File: config.mk
export PLATFORM = sky130hd
export DESIGN_NAME = hazard_sb
export DESIGN_NICKNAME = d
export VERILOG_FILES = /design/src/rtl/hazard_pkg.sv /design/src/rtl/hazard_scoreboard.sv /design/src/rtl/hazard_sb.sv
export SDC_FILE = /design/constraint.sdc
export NUM_CORES = 1
export LEC_CHECK = 0
export ABC_AREA = 1
export CORE_UTILIZATION = 42
export DETAILED_ROUTE_END_ITERATION = 6
export HOLD_SLACK_MARGIN = 0.15
export MAX_ROUTING_LAYER = met4
export PLACE_DENSITY = 0.75
export SYNTH_ARGS = -nofsm -noshare
export SYNTH_HDL_FRONTEND = slang
export SYNTH_HIERARCHICAL = 1
export SYNTH_SLANG_ARGS = --single-unit
File: constraint.sdc
create_clock -name clk -period 2.2 [get_ports clk]
set_input_delay 0.55 -clock clk [delete_from_list [all_inputs] [get_ports clk]]
set_output_delay 0.55 -clock clk [all_outputs]
set_load 0.01 [all_outputs]
File: src/rtl/hazard_pkg.sv
// Shared types and constants for the hazard controller.
// The optional statistics block is enabled with the HAZARD_PERF_EN macro.
package hazard_pkg;

    localparam int FWD_E     = 0;
    localparam int FWD_M     = 1;
    localparam int FWD_W     = 2;
    localparam int PERF_W    = 32;
    localparam int SEL_W_DEF = 2;

    typedef logic [SEL_W_DEF-1:0] fwd_sel_t;
    typedef logic [PERF_W-1:0]    perf_cnt_t;

    typedef enum logic [2:0] {
        ST_F,
        ST_D,
        ST_E,
        ST_M,
        ST_W
    } stage_t;

    function automatic perf_cnt_t perfInc(input perf_cnt_t cnt, input logic en);
        return en ? cnt + perf_cnt_t'(1) : cnt;
    endfunction

endpackage

File: src/rtl/hazard_scoreboard.sv
// Pending-write scoreboard for long-latency ops plus an outstanding-op counter.
// Lookups see a same-cycle writeback as already released.
module hazard_scoreboard
    import hazard_pkg::*;
#(
    parameter int REG_N    = 32,
    parameter int REG_AW   = $clog2(REG_N),
    parameter int LONG_MAX = 2,
    parameter int CNT_W    = $clog2(LONG_MAX + 1)
) (
    input  logic              clk,
    input  logic              resetn,
    input  logic              setEn,
    input  logic [REG_AW-1:0] setReg,
    input  logic              clrEn,
    input  logic [REG_AW-1:0] clrReg,
    input  logic              kill,
    input  logic              incEn,
    input  logic [REG_AW-1:0] rdAddr [3],
    output logic [2:0]        rdHit,
    output logic [CNT_W-1:0]  longCnt
);

    logic [REG_N-1:0] pendReg, pendNext;
    logic [CNT_W-1:0] cntReg, cntNext;
    logic             decEn;

    genvar gi;
    generate
        for (gi = 0; gi < 3; gi++) begin : g_lookup
            assign rdHit[gi] = pendReg[rdAddr[gi]] & ~(clrEn & (clrReg == rdAddr[gi]));
        end
    endgenerate

    // A writeback with nothing outstanding is ignored so the counter cannot underflow.
    assign decEn = clrEn & (cntReg != '0);

    always_comb begin
        pendNext = pendReg;
        cntNext  = cntReg;
        if (kill) begin
            pendNext = '0;
            cntNext  = '0;
        end else begin
            if (clrEn) pendNext[clrReg] = 1'b0;
            if (setEn) pendNext[setReg] = 1'b1;
            if (incEn && !decEn)      cntNext = cntReg + CNT_W'(1);
            else if (!incEn && decEn) cntNext = cntReg - CNT_W'(1);
        end
    end

    always_ff @(posedge clk or negedge resetn) begin
        if (!resetn) begin
            pendReg <= '0;
            cntReg  <= '0;
        end else begin
            pendReg <= pendNext;
            cntReg  <= cntNext;
        end
    end

    assign longCnt = cntReg;

endmodule

File: src/rtl/hazard_sb.sv
// Pipeline hazard controller: forwarding select, load/scoreboard stalls, exception replay.
// Define HAZARD_PERF_EN to build the statistics counters; otherwise the perf ports read 0.
module hazard_sb
    import hazard_pkg::*;
#(
    parameter int REG_N    = 32,
    parameter int REG_AW   = $clog2(REG_N),
    parameter int FWD_N    = 3,
    parameter int LONG_MAX = 2,
    parameter int SEL_W    = $clog2(FWD_N + 1)
) (
    input  logic                    clk,
    input  logic                    resetn,
    input  logic [REG_AW-1:0]       rs_d,
    input  logic [REG_AW-1:0]       rt_d,
    input  logic                    use_rs_d,
    input  logic                    use_rt_d,
    input  logic [FWD_N*REG_AW-1:0] fwd_wreg,
    input  logic [FWD_N-1:0]        fwd_wen,
    input  logic [FWD_N-1:0]        fwd_rdy,
    output logic [SEL_W-1:0]        fwd_sel_a,
    output logic [SEL_W-1:0]        fwd_sel_b,
    input  logic [REG_AW-1:0]       wreg_d,
    input  logic                    wen_d,
    input  logic                    long_d,
    input  logic                    long_done,
    input  logic [REG_AW-1:0]       long_wreg,
    output logic                    long_busy,
    output logic                    long_kill,
    input  logic                    stall_all,
    input  logic                    exc_m,
    input  logic                    pmis_m,
    output logic                    stall_d,
    output logic                    stall_e,
    output logic                    stall_m,
    output logic                    stall_w,
    output logic                    flush_d,
    output logic                    flush_e,
    output logic                    flush_m,
    output logic                    flush_w,
    output logic [31:0]             perf_ld_cnt,
    output logic [31:0]             perf_sb_cnt,
    output logic [31:0]             perf_exc_cnt
);

    localparam int CNT_W = $clog2(LONG_MAX + 1);

    logic [FWD_N-1:0]  matchA, matchB;
    logic [SEL_W-1:0]  selA, selB;
    logic              rdyA, rdyB;
    logic              ldStall, sbStall, stStall, hzD;
    logic              excPendReg, excTake, issue;
    logic [2:0]        sbHit;
    logic [REG_AW-1:0] sbAddr [3];
    logic [CNT_W-1:0]  longCnt;

    genvar gi;
    generate
        for (gi = 0; gi < FWD_N; gi++) begin : g_match
            assign matchA[gi] = fwd_wen[gi] && (fwd_wreg[gi*REG_AW +: REG_AW] == rs_d) && (rs_d != '0);
            assign matchB[gi] = fwd_wen[gi] && (fwd_wreg[gi*REG_AW +: REG_AW] == rt_d) && (rt_d != '0);
        end
    endgenerate

    // Scan oldest to youngest so the youngest matching source wins.
    always_comb begin
        selA = '0;
        selB = '0;
        rdyA = 1'b1;
        rdyB = 1'b1;
        for (int k = FWD_N - 1; k >= 0; k--) begin
            if (matchA[k]) begin
                selA = SEL_W'(k + 1);
                rdyA = fwd_rdy[k];
            end
            if (matchB[k]) begin
                selB = SEL_W'(k + 1);
                rdyB = fwd_rdy[k];
            end
        end
    end

    assign sbAddr[0] = rs_d;
    assign sbAddr[1] = rt_d;
    assign sbAddr[2] = wreg_d;

    hazard_scoreboard #(
        .REG_N   (REG_N),
        .REG_AW  (REG_AW),
        .LONG_MAX(LONG_MAX),
        .CNT_W   (CNT_W)
    ) u_sb (
        .clk    (clk),
        .resetn (resetn),
        .setEn  (issue & long_d & wen_d & (wreg_d != '0)),
        .setReg (wreg_d),
        .clrEn  (long_done),
        .clrReg (long_wreg),
        .kill   (excTake),
        .incEn  (issue & long_d),
        .rdAddr (sbAddr),
        .rdHit  (sbHit),
        .longCnt(longCnt)
    );

    assign ldStall = (use_rs_d & ~rdyA) | (use_rt_d & ~rdyB);
    assign sbStall = (use_rs_d & sbHit[0]) | (use_rt_d & sbHit[1]) | (wen_d & sbHit[2]);
    assign stStall = long_d & (longCnt == CNT_W'(LONG_MAX));
    assign hzD     = ldStall | sbStall | stStall;

    assign excTake = (exc_m | excPendReg) & ~stall_all;
    assign issue   = ~hzD & ~stall_all & ~excTake;

    // An exception seen under a global stall is replayed on the first free cycle.
    always_ff @(posedge clk or negedge resetn) begin
        if (!resetn)                excPendReg <= 1'b0;
        else if (excTake)           excPendReg <= 1'b0;
        else if (exc_m & stall_all) excPendReg <= 1'b1;
    end

    assign fwd_sel_a = selA;
    assign fwd_sel_b = selB;
    assign long_busy = (longCnt != '0);
    assign long_kill = excTake;
    assign stall_d   = (hzD | stall_all) & ~excTake;
    assign stall_e   = stall_all;
    assign stall_m   = stall_all;
    assign stall_w   = stall_all;
    assign flush_d   = excTake;
    assign flush_e   = excTake | ((hzD | pmis_m) & ~stall_all);
    assign flush_m   = excTake;
    assign flush_w   = 1'b0;

`ifdef HAZARD_PERF_EN
    perf_cnt_t perfLdReg, perfSbReg, perfExcReg;

    always_ff @(posedge clk or negedge resetn) begin
        if (!resetn) begin
            perfLdReg  <= '0;
            perfSbReg  <= '0;
            perfExcReg <= '0;
        end else begin
            perfLdReg  <= perfInc(perfLdReg, ldStall & ~stall_all);
            perfSbReg  <= perfInc(perfSbReg, sbStall | stStall);
            perfExcReg <= perfInc(perfExcReg, excTake);
        end
    end

    assign perf_ld_cnt  = perfLdReg;
    assign perf_sb_cnt  = perfSbReg;
    assign perf_exc_cnt = perfExcReg;
`else
    assign perf_ld_cnt  = '0;
    assign perf_sb_cnt  = '0;
    assign perf_exc_cnt = '0;
`endif

endmodule

== After elaboration in Yosys (flattened, before gate mapping) ==
Index checks and enable logic that the tools add are counted.

* Bitwise gates (word level): 42
* Equal/unequal tests: 10
* Add/subtract/negate cells: 2
* Order comparisons: 6
* Reduce and logical (&&, ||, !) cells: 24
* Muxes and demuxes: 31

{| class="wikitable"
|+ Operators with widths
! kind !! number
|-
| 32-bit 2-to-1 mux || 4
|-
| 5-bit == test || 9
|-
| 32-bit AND || 1
|-
| 32-bit NOT || 1
|-
| 32-bit OR || 1
|-
| 5-bit by 6-bit < comparator with 1-bit output, second input constant || 4
|-
| 1-bit AND || 22
|-
| 2-bit 2-to-1 mux || 9
|-
| 1-bit logical AND || 16
|-
| 1-bit binary-select mux with 5-bit select || 3
|-
| 5-bit nonzero test || 3
|-
| 1-bit 2-to-1 mux || 13
|-
| 1-bit demux with 5-bit select || 2
|-
| 5-bit by 1-bit >= comparator with 1-bit output, second input constant || 2
|-
| 1-bit OR || 9
|-
| 1-bit NOT || 8
|-
| 2-bit nonzero test || 2
|-
| 3-bit nonzero test || 1
|-
| 2-bit by 1-bit adder with 2-bit output, second input constant || 1
|-
| 2-bit == test, second input constant || 1
|-
| 1-bit logical NOT || 2
|-
| 2-bit by 1-bit subtractor with 2-bit output, second input constant || 1
|}

* Input bits: 51
* Output and inout bits: 110
* Bits in registers: 35
* Logic and storage cells: 118

== Logic depth before layout (Yosys ltp) ==
Gate-level depths: netlist (run 1).

* Depth after elaboration: 20
* Mapped depth: 21
* Gate-level depth less buffers: 20

== Modules after synthesis ==
Netlist (run 1), hierarchy kept.

{| class="wikitable"
|+ By module, submodules not included
! module !! cells an instance !! times used !! area each (µm²) !! seq. area each (µm²)
|-
| hazard_scoreboard || 459 || 1 || 2,822.7 || 850.8
|-
| hazard_sb || 286 || 1 || 1,647.8 || 25.0
|}

== Worst setup path after synthesis (run 1) ==
No wires, ideal clock.

* Path kind: input-to-reg
* From: in rs_d[0]
* To: reg u_sb.pendReg[10]
* Buffers on the path: 2
* Setup slack: -0.415 ns
* Arrival time: 2.537 ns
* Data required time: 2.122 ns
* Stages: 19
* Library setup time: 0.078 ns
* Cell sequence: buf_6 -> buf_6 -> a21oi_1 -> o21ai_1 -> a21oi_1 -> nor2_1 -> nor2_1 -> nor2_1 -> nand2_1 -> o211ai_1 -> a21oi_1 -> inv_1 -> a21oi_4 -> nand4_2 -> nor2_2 -> inv_1 -> nor3_2 -> nand2_1 -> a21oi_1

* Elaborated cells between the ends (all ways): 35
* Classes of those cells: 4 x eq/ne; 7 x mux; 17 x bitwise; 7 x reduce/logical

{| class="wikitable"
|+ RTL lines
! item !! RTL line !! RTL
|-
| start, declared || hazard_sb.sv:14 || <nowiki>input logic [REG_AW-1:0] rs_d,</nowiki>
|-
| branches (longest 3 deep; another with 1-bit binary-select mux with 5-bit select) || - ||
|-
| 1-bit AND * || hazard_scoreboard.sv:31 || <nowiki>assign rdHit[gi] = pendReg[rdAddr[gi]] & ~(clrEn & (clrReg == rdAddr[gi]));</nowiki>
|-
| via sbHit[0] || hazard_sb.sv:53 || <nowiki>logic [2:0] sbHit;</nowiki>
|-
| 1-bit AND * || hazard_sb.sv:107 || <nowiki>assign sbStall = (use_rs_d & sbHit[0]) | (use_rt_d & sbHit[1]) | (wen_d & sbHit[2]);</nowiki>
|-
| 1-bit OR * (2 in series) || hazard_sb.sv:107 ||
|-
| 1-bit OR * (2 in series) || hazard_sb.sv:109 || <nowiki>assign hzD = ldStall | sbStall | stStall;</nowiki>
|-
| 1-bit NOT * || hazard_sb.sv:112 || <nowiki>assign issue = ~hzD & ~stall_all & ~excTake;</nowiki>
|-
| 1-bit AND * (2 in series) || hazard_sb.sv:112 ||
|-
| 1-bit AND * (3 in series) || hazard_sb.sv:95 || <nowiki>.setEn (issue & long_d & wen_d & (wreg_d != '0)),</nowiki>
|-
| 32-bit 2-to-1 mux * || hazard_scoreboard.sv:46 || <nowiki>if (setEn) pendNext[setReg] = 1'b1;</nowiki>
|-
| 32-bit 2-to-1 mux * || hazard_scoreboard.sv:41 || <nowiki>if (kill) begin</nowiki>
|-
| via u_sb.pendNext[10] || hazard_scoreboard.sv:24 || <nowiki>logic [REG_N-1:0] pendReg, pendNext;</nowiki>
|-
| end signal, assigned || hazard_scoreboard.sv:57 || <nowiki>pendReg <= pendNext;</nowiki>
|-
| end, declared || hazard_scoreboard.sv:24 ||
|}

Mark *: on every way through the listed nets, which the timed path passes. The select of a mux whose other input is x is not followed.
A chain may end at the register's enable or synchronous reset.

== Final worst setup path (run 1) ==
* From: in rs_d[0]
* To: reg u_sb.pendReg[1]

The elaborated chain is that of the path after synthesis.

==> flow_summary.ini, run 1 <==
[grt]
grt.total_usage = 0.279
first_global_vias = 4753
overflow = 0
number_of_antenna_violations_at_the_first_check_in_global_routing = 0
pin_count_of_the_biggest_net_entering_global_routing = 36
grt_first_pass_wirelength_um = 23900

[logic_synthesis]
ys_ff_latch = 35
yosysWarningCount = 6
yosysTopAreaCellShare = 0.196
synthCells = 745
most_numerous_cell_types_in_the_synthesized_netlist = sky130_fd_sc_hd__nand2_1, sky130_fd_sc_hd__buf_4, sky130_fd_sc_hd__nand3_1
count_of_flip_flops_with_a_built_in_enable_after_synthesis = 0
synth_xor_area_frac = 0.00980
synth-async-reset-ratio = 1.00
synth-compound-area-share = 0.141
post_synth_fa_ha_maj_area_fraction = 0.00280
ys_types = 37
post_synth_instance_area_um2 = 4470
synth.most_common_cell = sky130_fd_sc_hd__nand2_1
synth_flop_cell = sky130_fd_sc_hd__dfrtp_1
postSynthAreaPerCell_um2 = 6.00
synth_seq_area_share = 0.196
synth-simple-area-share = 0.377
main_combinational_cell_family_by_area_after_synthesis = simple AND/OR/NAND/NOR gates
post_synth_mux_area_share = 0
post-synth-top-area-cell = sky130_fd_sc_hd__dfrtp_1
synthTopCellsByArea = sky130_fd_sc_hd__dfrtp_1, sky130_fd_sc_hd__nand2_1, sky130_fd_sc_hd__buf_4

[setup_path]
worstSetupStartpointType = input port
crit_path_max_fanout = 8
cp.buffers_inverters = 7
timing.critical_path.required_ns = 2.41
timing.critical_path.arrival_ns = 2.99
worstSetupPathType = input port to register
slowest_delay_ns = 0.22
crit_path_top_delay_cell = sky130_fd_sc_hd__nor3_4
critical_path_depth = 23
critPathTopFamily = simple AND/OR/NAND/NOR gates
crit_path_cell_trace = buf_12 -> buf_12 -> buf_4 -> nand2_1 -> nand3_2 -> nand3_1 -> nand3_1 -> nand3_1 -> nand2_1 -> nor2_1 -> nand2_1 -> o211ai_1 -> a21oi_1 -> inv_1 -> a21oi_4 -> buf_6 -> nand4_4 -> nor2_4 -> clkinv_4 -> nor3_4 -> buf_12 -> nand2_1 -> a21oi_1
r2r_cells = 21
critPathCaptureType = register
critPathMostFrequentCell = sky130_fd_sc_hd__nand2_1

[pwr]
static-leakage-power_nw = 3.12
netSwitchingFraction = 0.364
power_report.internal_total_mw = 1.41
total_switching_power_uw = 807
power-per-cell-area_nw_per_um2 = 361
pwr-share-seq = 0.302
power.clock.fraction = 0.271
vdd_drop_max_uv = 532
pwr-share-comb = 0.427
power_mw = 2.22

[timing]
rsz_0062_raised_after_global_routing = yes
total_of_endpoints_with_negative_setup_slack_in_the_final_report = 40
max-slew-margin-rel = 0.669
final_min_period_over_clock_period = 1.26
fmax_mhz = 360
layout_setup_ws_ns = -0.578
report.final.hold_viol_count = 0
finalCriticalPeriod_ns = 2.78
setup_total_negative_slack_ns = -18.89
worst_slew_pin_slew_ns = 0.493
finalMaxSlewViolations = 0
timing.clock.skew_ns = 0.00817

[clocking]
clk-insertion-delay-late_ns = 0.29
cts_buffer_depth = 2
h_tree_level_count = 2
cts_made_buffers = 5
cts_hold_repair.buffers = 0
cts_num_sinks = 35
cts_tree = built
path_clk_slew_ns = 0.07
cts-root-buf = sky130_fd_sc_hd__clkbuf_8

[job]
maxCapViolations = 0

[worst_hold_path]
worstHoldPathCells = 2
hold_path.class = register to register

[route]
drt_pre_antenna_iters = 5
postRouteAntennaNets = 0
wire_per_inst_um = 14.9
routed-via-count = 5356
residual_drc_count = 0
routed_wl_um = 15400
initialDrtViolationCount = 546
vias_per_cell = 5.18

[finish]
synthToLayoutAreaGrowth_pct = 37.4
nFillCells = 958
n_antenna_cell = 0
finish.utilization = 0.595
layout-drive-gt1-share = 0.311
nNetsFinal = 948

[die]
starting_utilization_of_the_core_area = 0.433
dieArea_um2 = 11100
pin_count = 161
die_h_um = 105
coreArea_um2 = 10300
floorplan.rows = 37
chipWidth_um = 105

[placement]
hpwl_um = 10600
routabilityCongestion = 1.00
io_buffer_count = 63

[status]
status = finished, violations left
violations = setup timing
-- placed cells by master (no fill, tap or decap), types with 5 or more instances in the layout --
master and instances:
sky130_fd_sc_hd__o21ai_1 10, sky130_fd_sc_hd__nand2_1 196, sky130_fd_sc_hd__clkdlybuf4s15_1 5, sky130_fd_sc_hd__o22ai_1 9
sky130_fd_sc_hd__nor2_2 12, sky130_fd_sc_hd__nor2_4 6, sky130_fd_sc_hd__inv_1 45, sky130_fd_sc_hd__nand3_1 77
sky130_fd_sc_hd__nand3_2 15, sky130_fd_sc_hd__nor2_1 22, sky130_fd_sc_hd__conb_1 97, sky130_fd_sc_hd__a21oi_2 14
sky130_fd_sc_hd__clkdlybuf4s50_1 14, sky130_fd_sc_hd__clkdlybuf4s15_2 5, sky130_fd_sc_hd__nand2_2 29, sky130_fd_sc_hd__inv_2 29
sky130_fd_sc_hd__o21ai_0 36, sky130_fd_sc_hd__dlygate4sd2_1 9, sky130_fd_sc_hd__buf_12 9, sky130_fd_sc_hd__nor3_1 10
sky130_fd_sc_hd__inv_4 6, sky130_fd_sc_hd__clkbuf_8 6, sky130_fd_sc_hd__clkbuf_2 12, sky130_fd_sc_hd__a21oi_1 35
sky130_fd_sc_hd__buf_4 75, sky130_fd_sc_hd__buf_2 8, sky130_fd_sc_hd__dfrtp_1 34, sky130_fd_sc_hd__buf_6 22
-- timing repair --
action                     4_1_cts  5_1_grt
pin swaps                       50       39
setup endpoints to repair       46       42
gates resized for setup        206      119
buffers inserted                 7        9
hold endpoints to repair         0        0
cloned                           7        1
-- state kept, by name, indices dropped and copies added (netlist names) --
register,flops
u_sb/pendReg,32
u_sb/longCnt,2
excPendReg,1
-- tightest hold or removal path, delay by kind of cell (launching register included) --
family	cells	cell delay [ns]
DFF	1	0.37
AOI/OAI and AO/OA	2	0.13
-- logic make-up (layout without fill, tap and decap cells) --
family                   after synthesis  after routing
adder cells (fa/ha/maj)                1              1
other                                  1             97
AO/OA/AOI/OAI                        116            116
AND/OR/NAND/NOR                      382            382
XOR/XNOR                               5              5
flip-flops                            35             35
buffers and inverters                205            261
-- routing by layer --
| layer | up-vias | global-route usage | share of wire |
|---|---|---|---|
| met5 | - | - | 0 |
| met4 | 0 | 0.0926 | 0.038 |
| met3 | 62 | 0.0474 | 0.11 |
| met2 | 362 | 0.437 | 0.45 |
| met1 | 2418 | 0.364 | 0.40 |
| li1 | 2514 | - | - |
-- power by group through the flow --
| stage | clock network (mW) | registers [mW] | logic [mW] |
|---|---|---|---|
| floorplan | 0 | 0.679 | 0.588 |
| global placement | 0 | 0.683 | 0.808 |
| detailed placement | 0 | 0.683 | 0.811 |
| CTS | 0.606 | 0.671 | 0.875 |
| global route | 0.626 | 0.672 | 1.02 |
| finish | 0.601 | 0.670 | 0.947 |
-- final cells by class --
type | count | area, um^2 | area share
clock buffer | 6 | 82.6 | 0.0134
multi-input combinational | 601 | 3020 | 0.492
timing repair buffer | 167 | 1580 | 0.257
tap | 136 | 170 | 0.0277
clock inverter | 2 | 35.0 | 0.00570
sequential | 35 | 877 | 0.143
timing repair inverter | 1 | 16.3 | 0.00265
inverter | 85 | 367 | 0.0597
-- stage by stage --
stage                     cell area, um^2  cells  hold slack [ns]  setup slack, ns
after floorplan                      4870    841            0.254           -0.318
after global placement               5480   1005            0.526            -1.24
after detailed placement             5480   1005            0.535            -1.28
after CTS                            5930   1027            0.544           -0.443
after global routing                 6140   1033            0.573           -0.775
final                                6140   1033            0.544           -0.578
-- path summary, 6_finish.rpt --
check	from	to	slack (ns)
min reg2reg	u_sb/pendReg[28]	u_sb/pendReg[28]	0.54
max	rs_d[0]	u_sb/pendReg[1]	-0.58
min in group asynchronous	resetn	u_sb/pendReg[12]	0.67
max in group asynchronous	resetn	u_sb/pendReg[5]	1.19
min	u_sb/pendReg[28]	u_sb/pendReg[28]	0.54
max reg2reg	u_sb/pendReg[31]	u_sb/pendReg[1]	-0.51
No activity file was read; power rests on OpenSTA's default activity.
==> run 2: changes to the inputs <==
--- a/config.mk
+++ b/config.mk
@@ -6,11 +6,11 @@
 export NUM_CORES = 1
 export LEC_CHECK = 0
 export ABC_AREA = 1
-export CORE_UTILIZATION = 42
+export CORE_UTILIZATION = 46
 export DETAILED_ROUTE_END_ITERATION = 6
 export HOLD_SLACK_MARGIN = 0.15
 export MAX_ROUTING_LAYER = met4
-export PLACE_DENSITY = 0.75
+export PLACE_DENSITY = 0.78
 export SYNTH_ARGS = -nofsm -noshare
 export SYNTH_HDL_FRONTEND = slang
 export SYNTH_HIERARCHICAL = 1
==> constraint.sdc (replaced) <==
create_clock -name clk -period 3.1 [get_ports clk]
set_input_delay 0.775 -clock clk [delete_from_list [all_inputs] [get_ports clk]]
set_output_delay 0.775 -clock clk [all_outputs]
set_load 0.01 [all_outputs]
==> run 2 against run 1 <==
Compared with the run above:
- critical path type is now input port to output pin
- the flow still finishes with violations (setup timing)
- routed wire length decreased by 6.6%
- utilization increased by 1.4 points
- global-route usage up 0.96 points
==> flow_summary.ini, run 2 (same netlist as run 1, synthesis figures left out) <==
[status]
status = finished, violations left
violations = setup timing

[setup_path]
crit_path_cell_trace = buf_12 -> buf_12 -> nand2_1 -> nand3_1 -> nand3_1 -> nand2_1 -> nand2_1 -> nand2_1 -> nor2_2 -> nor2_2 -> nand2_1 -> o211ai_1 -> a21oi_1 -> inv_1 -> a21oi_4 -> a31oi_1 -> buf_2
crit_path_top_delay_cell = sky130_fd_sc_hd__buf_2
r2r_end = u_sb/pendReg[5]
worstSetupStartpointType = input port
r2r_cells = 22
critPathMostFrequentCell = sky130_fd_sc_hd__nand2_1
cp.buffers_inverters = 4
reg2reg_setup_slack_ns = 0.33
critPathTopFamily = simple AND/OR/NAND/NOR gates
slowest_delay_ns = 0.14
critPathCaptureType = output pin
timing.critical_path.arrival_ns = 2.34
crit_path_max_fanout = 5
worstSetupPathType = input port to output pin
timing.rr.start = u_sb/pendReg[27]
timing.critical_path.required_ns = 2.32

[placement]
hpwl_um = 10200
routabilityCongestion = 0.994
dp_worst_setup_slack_ns = -0.878
dp_cells = 979
io_buffer_count = 63

[finish]
largest_reg_flops = 32
nFillCells = 909
nNetsFinal = 930
largest-register = u_sb/pendReg
layout-drive-gt1-share = 0.218
finish.utilization = 0.609
synthToLayoutAreaGrowth_pct = 27.1
n_antenna_cell = 0
final_common_cell = sky130_fd_sc_hd__nand2_1
layout.cells.most_common_list = sky130_fd_sc_hd__nand2_1, sky130_fd_sc_hd__conb_1, sky130_fd_sc_hd__nand3_1
finish.cell_count_without_fillers = 1008

[grt]
overflow = 0
grt_first_pass_wirelength_um = 22200
first_global_vias = 4421
pin_count_of_the_biggest_net_entering_global_routing = 36
number_of_antenna_violations_at_the_first_check_in_global_routing = 0
grt.total_usage = 0.288

[route]
wire_per_inst_um = 14.3
routed-via-count = 5167
postRouteAntennaNets = 0
routed_wl_um = 14400
drt_pre_antenna_iters = 5
vias_per_cell = 5.13
residual_drc_count = 0
initialDrtViolationCount = 481

[timing]
timing.clock.skew_ns = 0.00949
finalMaxSlewViolations = 0
worst_slew_pin_slew_ns = 0.557
total_of_endpoints_with_negative_setup_slack_in_the_final_report = 2
fmax_mhz = 321
max-slew-margin-rel = 0.626
layout_setup_ws_ns = -0.0170
final_min_period_over_clock_period = 1.01
finalCriticalPeriod_ns = 3.12
report.final.hold_viol_count = 0
rsz_0062_raised_after_global_routing = yes

[die]
die_h_um = 101
floorplan.rows = 35
coreArea_um2 = 9330
starting_utilization_of_the_core_area = 0.479
dieArea_um2 = 10100
pin_count = 161
chipWidth_um = 101

[clocking]
cts-root-buf = sky130_fd_sc_hd__clkbuf_8
h_tree_level_count = 2
cts_hold_repair.buffers = 0
path_clk_slew_ns = 0.08
cts_tree = built
clk-insertion-delay-late_ns = 0.29
cts_num_sinks = 35
cts_made_buffers = 5
cts_buffer_depth = 2

[worst_hold_path]
hold_path.class = register to register
worst_hold_path.endpoint = u_sb/pendReg[25]
worstHoldPathCells = 2
start_point_of_the_worst_min_delay_path = u_sb/pendReg[25]

[pwr]
power-per-cell-area_nw_per_um2 = 250
vdd_drop_max_uv = 258
static-leakage-power_nw = 2.94

[job]
maxCapViolations = 0
## run 2: changes by cell type in the layout (fill, tap and decap cells not counted), sizes merged
cell           previous run  this run
clkbuf                   20        10
clkinv                    3         1
bufinv                    1         0
inv                      84        85
clkdlybuf4s50            14        21
dlymetal6s2s              0         4
clkdlybuf4s15            10        11
buf                     120        95
dlygate4sd2               9        14
clkinvlp                  0         2
## run 2: layout make-up
type,instances,area [um^2],share of cell area
Multi-Input combinational cell,601,2870,0.505
Clock inverter,1,5.00,0.000881
Clock buffer,7,76.3,0.0134
Timing Repair Buffer,148,1340,0.235
Timing Repair inverter,2,15.0,0.00264
Sequential cell,35,876,0.154
Tap cell,129,161,0.0284
Inverter,85,342,0.0601
## run 2: through the flow
step	hold WS, ns	cell area, um^2	setup TNS [ns]	power [mW]
after CTS	0.545	5500	0	1.39
after detailed placement	0.534	5250	-24.01	1.05
after global routing	0.570	5680	-1.69	1.50
after floorplan	0.479	4830	0	0.895
after global placement	0.525	5250	-21.18	1.04
final	0.547	5680	-0.0336	1.42
## run 2: what timing repair did
item,CTS,global route
buffers inserted,12,1
cloned,6,2
resized for setup,118,63
endpoints found under the setup margin,40,40
pin swaps,21,42
## run 2: how the worst max path moves through the flow
stage                                   to    start  slack (ns)  cells past startpoint
after global placement             flush_e  rs_d[0]       -0.80                     17
after global routing               stall_d  rs_d[0]       -0.19                     16
after CTS                          flush_e  rt_d[4]       0.002                     13
after detailed placement           flush_e  rs_d[0]       -0.88                     17
after floorplan           u_sb/pendReg[10]  rs_d[0]        0.26                     19
final                              stall_d  rs_d[0]       -0.02                     17
## run 2: routing by layer
| layer | GRT usage | routed length, um | share of wire |
|---|---|---|---|
| met5 | - | 0 | 0 |
| met1 | 0.387 | 5700 | 0.40 |
| met4 | 0.100 | 479 | 0.033 |
| met3 | 0.0264 | 1570 | 0.11 |
| met2 | 0.455 | 6670 | 0.46 |
## run 2: worst reg2reg max path: stages, from the launching register on
cell	delay (ns)
sky130_fd_sc_hd__dfrtp_1	0.39
sky130_fd_sc_hd__inv_1	0.13
sky130_fd_sc_hd__nand2_1	0.07
sky130_fd_sc_hd__nand3_1	0.11
sky130_fd_sc_hd__nand3_2	0.08
sky130_fd_sc_hd__nand3_1	0.10
sky130_fd_sc_hd__nand3_1	0.08
sky130_fd_sc_hd__nand2_1	0.10
sky130_fd_sc_hd__nor2_2	0.05
sky130_fd_sc_hd__nand2_1	0.07
sky130_fd_sc_hd__o211ai_1	0.10
sky130_fd_sc_hd__a21oi_1	0.12
sky130_fd_sc_hd__inv_1	0.07
sky130_fd_sc_hd__a21oi_4	0.13
sky130_fd_sc_hd__buf_4	0.13
sky130_fd_sc_hd__buf_4	0.10
sky130_fd_sc_hd__nand4_4	0.09
sky130_fd_sc_hd__nor2_2	0.14
sky130_fd_sc_hd__inv_2	0.08
sky130_fd_sc_hd__nor3_2	0.19
sky130_fd_sc_hd__buf_6	0.16
sky130_fd_sc_hd__nand2_1	0.08
sky130_fd_sc_hd__a21oi_2	0.14
## run 2: power breakdown
part	switching, mW	internal [mW]
logic	0.367	0.252
registers	0.00911	0.466
clock network	0.168	0.158
